`src/rtl/branch_predict_ctrl.sv`:
```
// -----------------------------------------------------------------------------
// branch_predict_ctrl
// Branch predictor and mispredict recovery controller. Keeps a 16-entry table of
// 2-bit saturating counters for fetch-stage prediction. It resolves branches and
// jumps in execute, and on a mispredict it sequences the pipeline redirect and
// flush pulses.
//
// Ports
//   clk, rst_n      rising-edge clock, synchronous active-low reset
//   if_valid/if_pc  fetch-stage PC to predict (table index = if_pc[5:2])
//   ex_*            execute-stage resolution: valid, branch/jump type,
//                   resolved outcome, carried prediction, PC, target
//   pred_taken      combinational fetch prediction
//   redirect        registered PC-select override (one cycle)
//   redirect_pc     registered corrected PC, held between mispredicts
//   flush_if_id     registered IF/ID squash (two cycles)
//   flush_id_ex     registered ID/EX squash (one cycle)
//   mispredict_cnt  saturating count of accepted mispredicts
// -----------------------------------------------------------------------------
module branch_predict_ctrl #(
    parameter int unsigned CNT_W = 16
) (
    input  logic             clk,
    input  logic             rst_n,
    input  logic             if_valid,
    input  logic [31:0]      if_pc,
    input  logic             ex_valid,
    input  logic             ex_branch,
    input  logic             ex_jump,
    input  logic             ex_taken,
    input  logic             ex_pred_taken,
    input  logic [31:0]      ex_pc,
    input  logic [31:0]      ex_target,
    output logic             pred_taken,
    output logic             redirect,
    output logic [31:0]      redirect_pc,
    output logic             flush_if_id,
    output logic             flush_id_ex,
    output logic [CNT_W-1:0] mispredict_cnt
);

    localparam int unsigned ENTRIES = 16;
    localparam int unsigned IDX_W   = 4;
    localparam int unsigned CTR_W   = 2;
    localparam int unsigned PC_W    = 32;

    localparam logic [CTR_W-1:0] CTR_INIT = CTR_W'(1);
    localparam logic [CTR_W-1:0] CTR_MAX  = CTR_W'(3);
    localparam logic [CTR_W-1:0] CTR_MIN  = CTR_W'(0);

    typedef enum logic [1:0] {
        IDLE     = 2'd0,
        REDIRECT = 2'd1,
        RECOVER  = 2'd2
    } state_e;

    state_e              state_q, state_d;
    logic [CTR_W-1:0]    ctr_q [ENTRIES];
    logic [CTR_W-1:0]    ctr_d [ENTRIES];
    logic                redirect_q, redirect_d;
    logic                flush_if_id_q, flush_if_id_d;
    logic                flush_id_ex_q, flush_id_ex_d;
    logic [PC_W-1:0]     redirect_pc_q, redirect_pc_d;
    logic [CNT_W-1:0]    cnt_q, cnt_d;

    logic [IDX_W-1:0]    if_idx;
    logic [IDX_W-1:0]    ex_idx;
    logic                resolve_c;
    logic                mispredict_c;
    logic                unused_if_pc_bits;

    assign if_idx = if_pc[5:2];
    assign ex_idx = ex_pc[5:2];
    assign unused_if_pc_bits = ^{if_pc[31:6], if_pc[1:0]};

    // Prediction reads the registered table, so a same-cycle update is not seen.
    assign pred_taken = if_valid & ctr_q[if_idx][1];

    // Only IDLE accepts resolutions; anything in execute during recovery is wrong-path.
    always_comb begin
        resolve_c    = ex_valid & (ex_branch | ex_jump) & (state_q == IDLE);
        mispredict_c = 1'b0;
        if (resolve_c) begin
            if (ex_jump) begin
                mispredict_c = ~ex_pred_taken;
            end else begin
                mispredict_c = ex_taken ^ ex_pred_taken;
            end
        end
    end

    // Next-state, table, capture and output logic.
    always_comb begin
        state_d       = state_q;
        ctr_d         = ctr_q;
        redirect_pc_d = redirect_pc_q;
        cnt_d         = cnt_q;
        redirect_d    = 1'b0;
        flush_if_id_d = 1'b0;
        flush_id_ex_d = 1'b0;

        unique case (state_q)
            IDLE:     if (mispredict_c) state_d = REDIRECT;
            REDIRECT: state_d = RECOVER;
            RECOVER:  state_d = IDLE;
            default:  state_d = IDLE;
        endcase

        // Jumps take priority over the branch flag and never train the table.
        if (resolve_c && !ex_jump) begin
            if (ex_taken) begin
                if (ctr_q[ex_idx] != CTR_MAX) ctr_d[ex_idx] = ctr_q[ex_idx] + CTR_W'(1);
            end else begin
                if (ctr_q[ex_idx] != CTR_MIN) ctr_d[ex_idx] = ctr_q[ex_idx] - CTR_W'(1);
            end
        end

        if (mispredict_c) begin
            redirect_pc_d = (ex_jump | ex_taken) ? ex_target : ex_pc + PC_W'(4);
            if (cnt_q != {CNT_W{1'b1}}) cnt_d = cnt_q + CNT_W'(1);
        end

        // Outputs are registered from the next state so they align with it.
        redirect_d    = (state_d == REDIRECT);
        flush_if_id_d = (state_d != IDLE);
        flush_id_ex_d = (state_d == REDIRECT);
    end

    always_ff @(posedge clk) begin
        if (!rst_n) begin
            state_q       <= IDLE;
            ctr_q         <= '{default: CTR_INIT};
            redirect_q    <= 1'b0;
            flush_if_id_q <= 1'b0;
            flush_id_ex_q <= 1'b0;
            redirect_pc_q <= '0;
            cnt_q         <= '0;
        end else begin
            state_q       <= state_d;
            ctr_q         <= ctr_d;
            redirect_q    <= redirect_d;
            flush_if_id_q <= flush_if_id_d;
            flush_id_ex_q <= flush_id_ex_d;
            redirect_pc_q <= redirect_pc_d;
            cnt_q         <= cnt_d;
        end
    end

    assign redirect       = redirect_q;
    assign redirect_pc    = redirect_pc_q;
    assign flush_if_id    = flush_if_id_q;
    assign flush_id_ex    = flush_id_ex_q;
    assign mispredict_cnt = cnt_q;

endmodule

```
`config.mk`:
```
export PLATFORM = sky130hd
export DESIGN_NAME = branch_predict_ctrl
export DESIGN_NICKNAME = d
export VERILOG_FILES = /design/src/rtl/branch_predict_ctrl.sv
export SDC_FILE = /design/constraint.sdc
export NUM_CORES = 1
export LEC_CHECK = 0
export ABC_AREA = 1
export BUFFER_PORTS_ARGS = -buffer_cell sky130_fd_sc_hd__buf_2
export CAP_MARGIN = 20
export CORE_MARGIN = 1.5
export CORE_UTILIZATION = 40
export CTS_BUF_LIST = sky130_fd_sc_hd__clkbuf_4 sky130_fd_sc_hd__clkbuf_8
export DETAILED_ROUTE_END_ITERATION = 7
export PLACE_DENSITY_LB_ADDON = 0.05
export RECOVER_POWER = 25
export SETUP_SLACK_MARGIN = 0.1
export SLEW_MARGIN = 5
export SYNTH_ARGS = -nofsm -noshare
export SYNTH_HDL_FRONTEND = slang
export SYNTH_SLANG_ARGS = --single-unit
export TNS_END_PERCENT = 30
```
`constraint.sdc`:
```
create_clock -name clk -period 2.5 [get_ports clk]
set_input_delay 0.25 -clock clk [delete_from_list [all_inputs] [get_ports clk]]
set_output_delay 0.25 -clock clk [all_outputs]
set_load 0.01 [all_outputs]
```
==> Word level (Yosys, flattened, before mapping) <==
Index checks and enable logic that the tools add are counted.
{ "classes": {"n_reduce_logical": 9, "mux": 18, "n_eq_ne": 5, "addsub": 4, "order_cmp": 3, "bitwise_logic": 9} }
{ "op_table": {"columns": ["operator", "count"], "rows": [
  ["2-to-1 mux 32 bit", 4],
  ["bitwise mux 32 bit", 2],
  ["adder 32 x 3 -> 32 bit, second input constant", 1],
  ["adder 16 x 1 -> 16 bit, second input constant", 1],
  ["binary-select mux 2 bit (select 4 bit)", 2],
  ["!= test 16 bit, second input constant", 1],
  ["2-to-1 mux 2 bit", 6],
  ["greater-or-equal comparator 5 bit, second input constant", 2],
  ["NOT 4 -> 5 bit", 2],
  ["demux 2 bit (select 4 bit)", 1],
  ["nonzero test 2 bit", 3],
  ["< comparator 5 x 1 -> 1 bit, second input constant", 1],
  ["equality test 2 x 1 -> 1 bit, second input constant", 2],
  ["one-hot mux 2 bit (2 select lines)", 1],
  ["bitwise AND 1 bit", 3],
  ["AND reduction 3 bit", 1],
  ["adder 2 x 1 -> 2 bit, second input constant", 1],
  ["logical AND 1 bit", 2],
  ["zero test 2 bit", 1],
  ["2-to-1 mux 1 bit", 2],
  ["!= test 2 x 1 -> 1 bit, second input constant", 1],
  ["!= test 2 bit, second input constant", 1],
  ["OR 1 bit", 2],
  ["AND reduction 2 bit", 1],
  ["4 further kinds", 4]
]} }
{ "word_totals": {"output_inout_bits": 52, "elab_cells": 69, "ff_bits": 84, "input_bits": 104} }

==> Longest topological paths before layout <==
{ "logic_depth": {"depth_word": 8, "ltp_mapped": 21, "mapped_depth_nobuf": 17} }

==> Worst setup path after synthesis <==
No wires, ideal clock.
{ "synth_path": {"kind": "input-to-reg", "startpoint": "input port ex_pc[2]", "endpoint": "register (tool-made name)", "stages": 19, "path_slack_ns": 0.164, "path_buffers": 3, "setup_time_ns": 0.115, "t_arrival_ns": 2.221, "cell_sequence": "buf_4 -> inv_4 -> buf_4 -> a21oi_1 -> o21ai_0 -> a21oi_1 -> or2_2 -> nor2_1 -> inv_1 -> ha_1 -> nand2_1 -> nand2_1 -> nor2_1 -> nand2_2 -> inv_2 -> buf_2 -> nand2_1 -> a21oi_1 -> nand2_1"} }
{ "synth_lines": {"columns": ["element", "line_no", "source"], "rows": [
  ["from (decl)", "32", "input logic [31:0] ex_pc,"]
]} }

==> summary.md <==
| Metric | Value |
|---|---|
| Die width | `between 100 and 150 um` |
| DRC | `0` |
| Final-report max-slew violation count | `0` |
| Initial antenna violation count | `0` |
| Hold wc startpoint | `ex_target[9]` |
| Hold Path Sink | `redirect_pc[9]` |
| Fin Clk Skew | `about 0.0078 ns` |
| Fraction of registers with async set/reset | `0` |
| Final setup fails | `0` |
| Syn Nets | `957` |
| TritonRoute pass-1 iters | `4` |
| Max-Slew Margin vs Limit | `0.304` |
| Top Ports | `156` |
| Yosys warnings | `0` |
| Reg2Reg Launch Point | `ctr_q[21]` |
| Die Y | `118 um` |
| Htree depth | `3` |
| Cell variety after synth | `36` |
| Mapped cell area | `5290 sq um` |
| Area Overhead vs Synth | `25.4%` |
| Ant diodes | `0` |
| Internal power | `about 2400 uW` |
| Share of power burned in registers | `0.427` |
| Min-Delay Path Class | `in2reg` |
| Die area | `around 14,000 sq um` |
| Gr usage total | `0.234` |
| Placed instance area | `approximately 6200 sq um` |
| Clock transition at path regs | `about 0.090 ns` |
| Hold violation count in the final report | `0` |
| Via count | `roughly 5,800` |
| Required time at the worst-slack endpoint | `2.77 ns` |
| Largest net degree at the start of global routing | `43` |
| CTS sink count | `84` |
| Setup CP Type | `reg2reg` |
| Starting Density | `0.414` |
| R2R setup slack | `0.22 ns` |
| Mapped Cells | `about 850` |
| CTS buffer count | `9` |
| Peak VDD IR | `between 200 and 300 uV` |
| CTS hold repair buffers | `0` |
| First-pass GRT wire length | `between 20,000 and 30,000 um` |
| P per Cell Area | `about 500 nW/um^2` |
| Final min period | `between 2 and 2.5 ns` |
| Post-synth EDFFs | `0` |
| Site Rows | `41` |
| Max-Cap Viols | `0` |
| Sw frac | `0.280` |
| Status | `completed` |
| Worst skew pair latency | `0.38 ns` |
| CTS max path bufs | `2` |
| Arrival time worst endpoint | `2.56 ns` |
| Crit Path Max Fanout | `6` |
| Max Fclk | `between 0.4 and 0.5 GHz` |
| CTS tree | `built` |
| ANT nets after route | `0` |
| Post-route cell area | `roughly 6600 sq um` |
| Mean Syn Cell Area | `around 6.3 sq um` |
| Gpl congestion | `between 0.9 and 1` |
| Sequential fraction of the synthesis area | `0.318` |
| Part of the cycle the worst path needs | `0.913` |
| Hold slack final | `around 0.16 ns` |
| Core footprint | `12,800 sq um` |
| FF-to-FF path depth | `17` |
| Wirelength, routed | `roughly 16,000 um` |
| Fin nets | `1,097` |
| GRT overflow | `0` |
| Ys flop type | `dfxtp_1` |
| Pleak | `about 0.0028 uW` |
| Worst-margin pin slew | `around 1.0 ns` |
| RSZ-0062 raised after global routing | `false` |
| # port buffers | `between 100 and 150` |
| Gate power share | `0.184` |
| Clock power share | `0.389` |
| Element type at the critical path end | `flip-flop` |
| DR vias/cell | `roughly 5` |
| Post-DP HPWL | `12,100 um` |
| Share of cells above drive strength 1 | `0.199` |
| Vias in the first global route | `around 5,300` |
| Starting DRT DRC Count | `between 300 and 400` |
| Flops & latches, synth | `84` |
| Crit start category | `flip-flop` |
| Sw power | `slightly above 900 uW` |
| Clock root cell | `clkbuf_8` |
| WHS Path Cells | `3` |
| WL per Instance | `around 14 um` |
==> metrics by stage <==
step / power (uW) / utilization / TNS, ns / setup WS, ns / cells
6_report: 3310 / 0.519 / 0 / 0.216 / 1163
5_1_grt: 3460 / 0.519 / 0 / 0.0650 / 1163
4_1_cts: 3320 / 0.509 / 0 / 0.146 / 1161
3_5_place_dp: 2030 / 0.488 / -3.55 / -0.161 / 1145
3_3_place_gp: 2030 / 0.488 / -1.55 / -0.0870 / 1145
2_1_floorplan: 1790 / - / 0 / 0.164 / 846
==> critical path, stage by stage, from the launching register on <==
cell and delay (ns):
dfxtp_1 0.33, inv_1 0.09, a21oi_1 0.06, o21ai_0 0.08, a21oi_1 0.08, or2_2 0.32, nor2_4 0.12, inv_1 0.05
ha_1 0.17, nand2_1 0.06, nand2_1 0.06, nor2_1 0.10, nand2_2 0.09, clkinv_4 0.10, buf_12 0.14, nand3_2 0.11
a21oi_2 0.14, nand2_1 0.07
==> cells in the mapped netlist, types with 2 or more instances <==
cell	n	area [sq um]
nand2_1	241	905
nor2_1	130	488
a21oi_1	91	455
dfxtp_1	84	1680
inv_1	69	259
nand3_1	54	270
o21ai_0	49	245
xnor2_1	14	123
clkbuf_1	13	48.8
xor2_1	11	96.3
nand3_2	9	90.1
buf_2	8	40.0
buf_4	7	52.6
ha_1	7	87.6
nor3_1	7	35.0
a21oi_2	6	52.6
inv_2	4	15.0
nand2_2	4	25.0
nor2_4	4	45.0
o211ai_1	4	30.0
o22ai_1	4	25.0
buf_1	3	11.3
buf_6	3	33.8
nand3b_1	3	22.5
nand4_1	3	18.8
o211a_1	3	30.0
or2_2	2	12.5
==> placed cells by master, fill, tap and decap left out, types with 19 or more instances in the layout <==
cell type,count
a21oi_1,78
a21oi_2,19
buf_2,94
buf_4,32
clkbuf_1,33
dfxtp_1,84
inv_1,70
nand2_1,240
nand3_1,54
nor2_1,128
o21ai_0,48
==> worst max path at each step <==
stage | start | to | slack [ns]
after global placement | ex_pc[2] | flip-flop | -0.09
after CTS | ctr_q[13] | flip-flop | 0.15
after global routing | ctr_q[21] | flip-flop | 0.07
after floorplan | ex_pc[2] | flip-flop | 0.16
final | ctr_q[21] | flip-flop | 0.22
after detailed placement | ex_pc[2] | flip-flop | -0.16
==> cell families after synthesis <==
logic type	after synthesis	synth area share
buffers and inverters	108	0.0882
xor gates and xnor gates	25	0.0414
and+or+nand+nor	462	0.373
DFF	84	0.318
AOI/OAI and AO/OA	160	0.163
adders and majority gates	7	0.0166
==> power by group through the flow <==
stage                     Sequential, uW  Combinational [uW]  Clock, uW
after detailed placement            1440                 593          0
after global routing                1420                 678       1360
after floorplan                     1460                 327          0
after global placement              1440                 590          0
after CTS                           1410                 597       1310
final                               1410                 610       1290
==> per-layer routing <==
metal	share of wire	track usage	vias up
met5	0	0	-
met4	0.012	0.0800	0
met3	0.057	0.0359	13
met2	0.45	0.376	160
met1	0.48	0.319	2629
li1	-	-	2987
==> area by class of cell <==
cell class / count / area [sq um]
flip-flops and latches: 84 / 1680
fillers: 1383 / 6140
inverters: 74 / 285
clock buffers: 13 / 179
clock inverters: 3 / 90.1
well taps: 172 / 215
multi-input cells: 654 / 3260
repair buffers: 163 / 925
==> repair_timing <==
item / 4_1_cts / 5_1_grt
setup buffers: 0 / 0
cloned: 0 / 2
resized for setup: 1 / 27
setup endpoints to repair: 11 / 30
pin swaps: 0 / 3
Power figures use the tool's default switching activity.
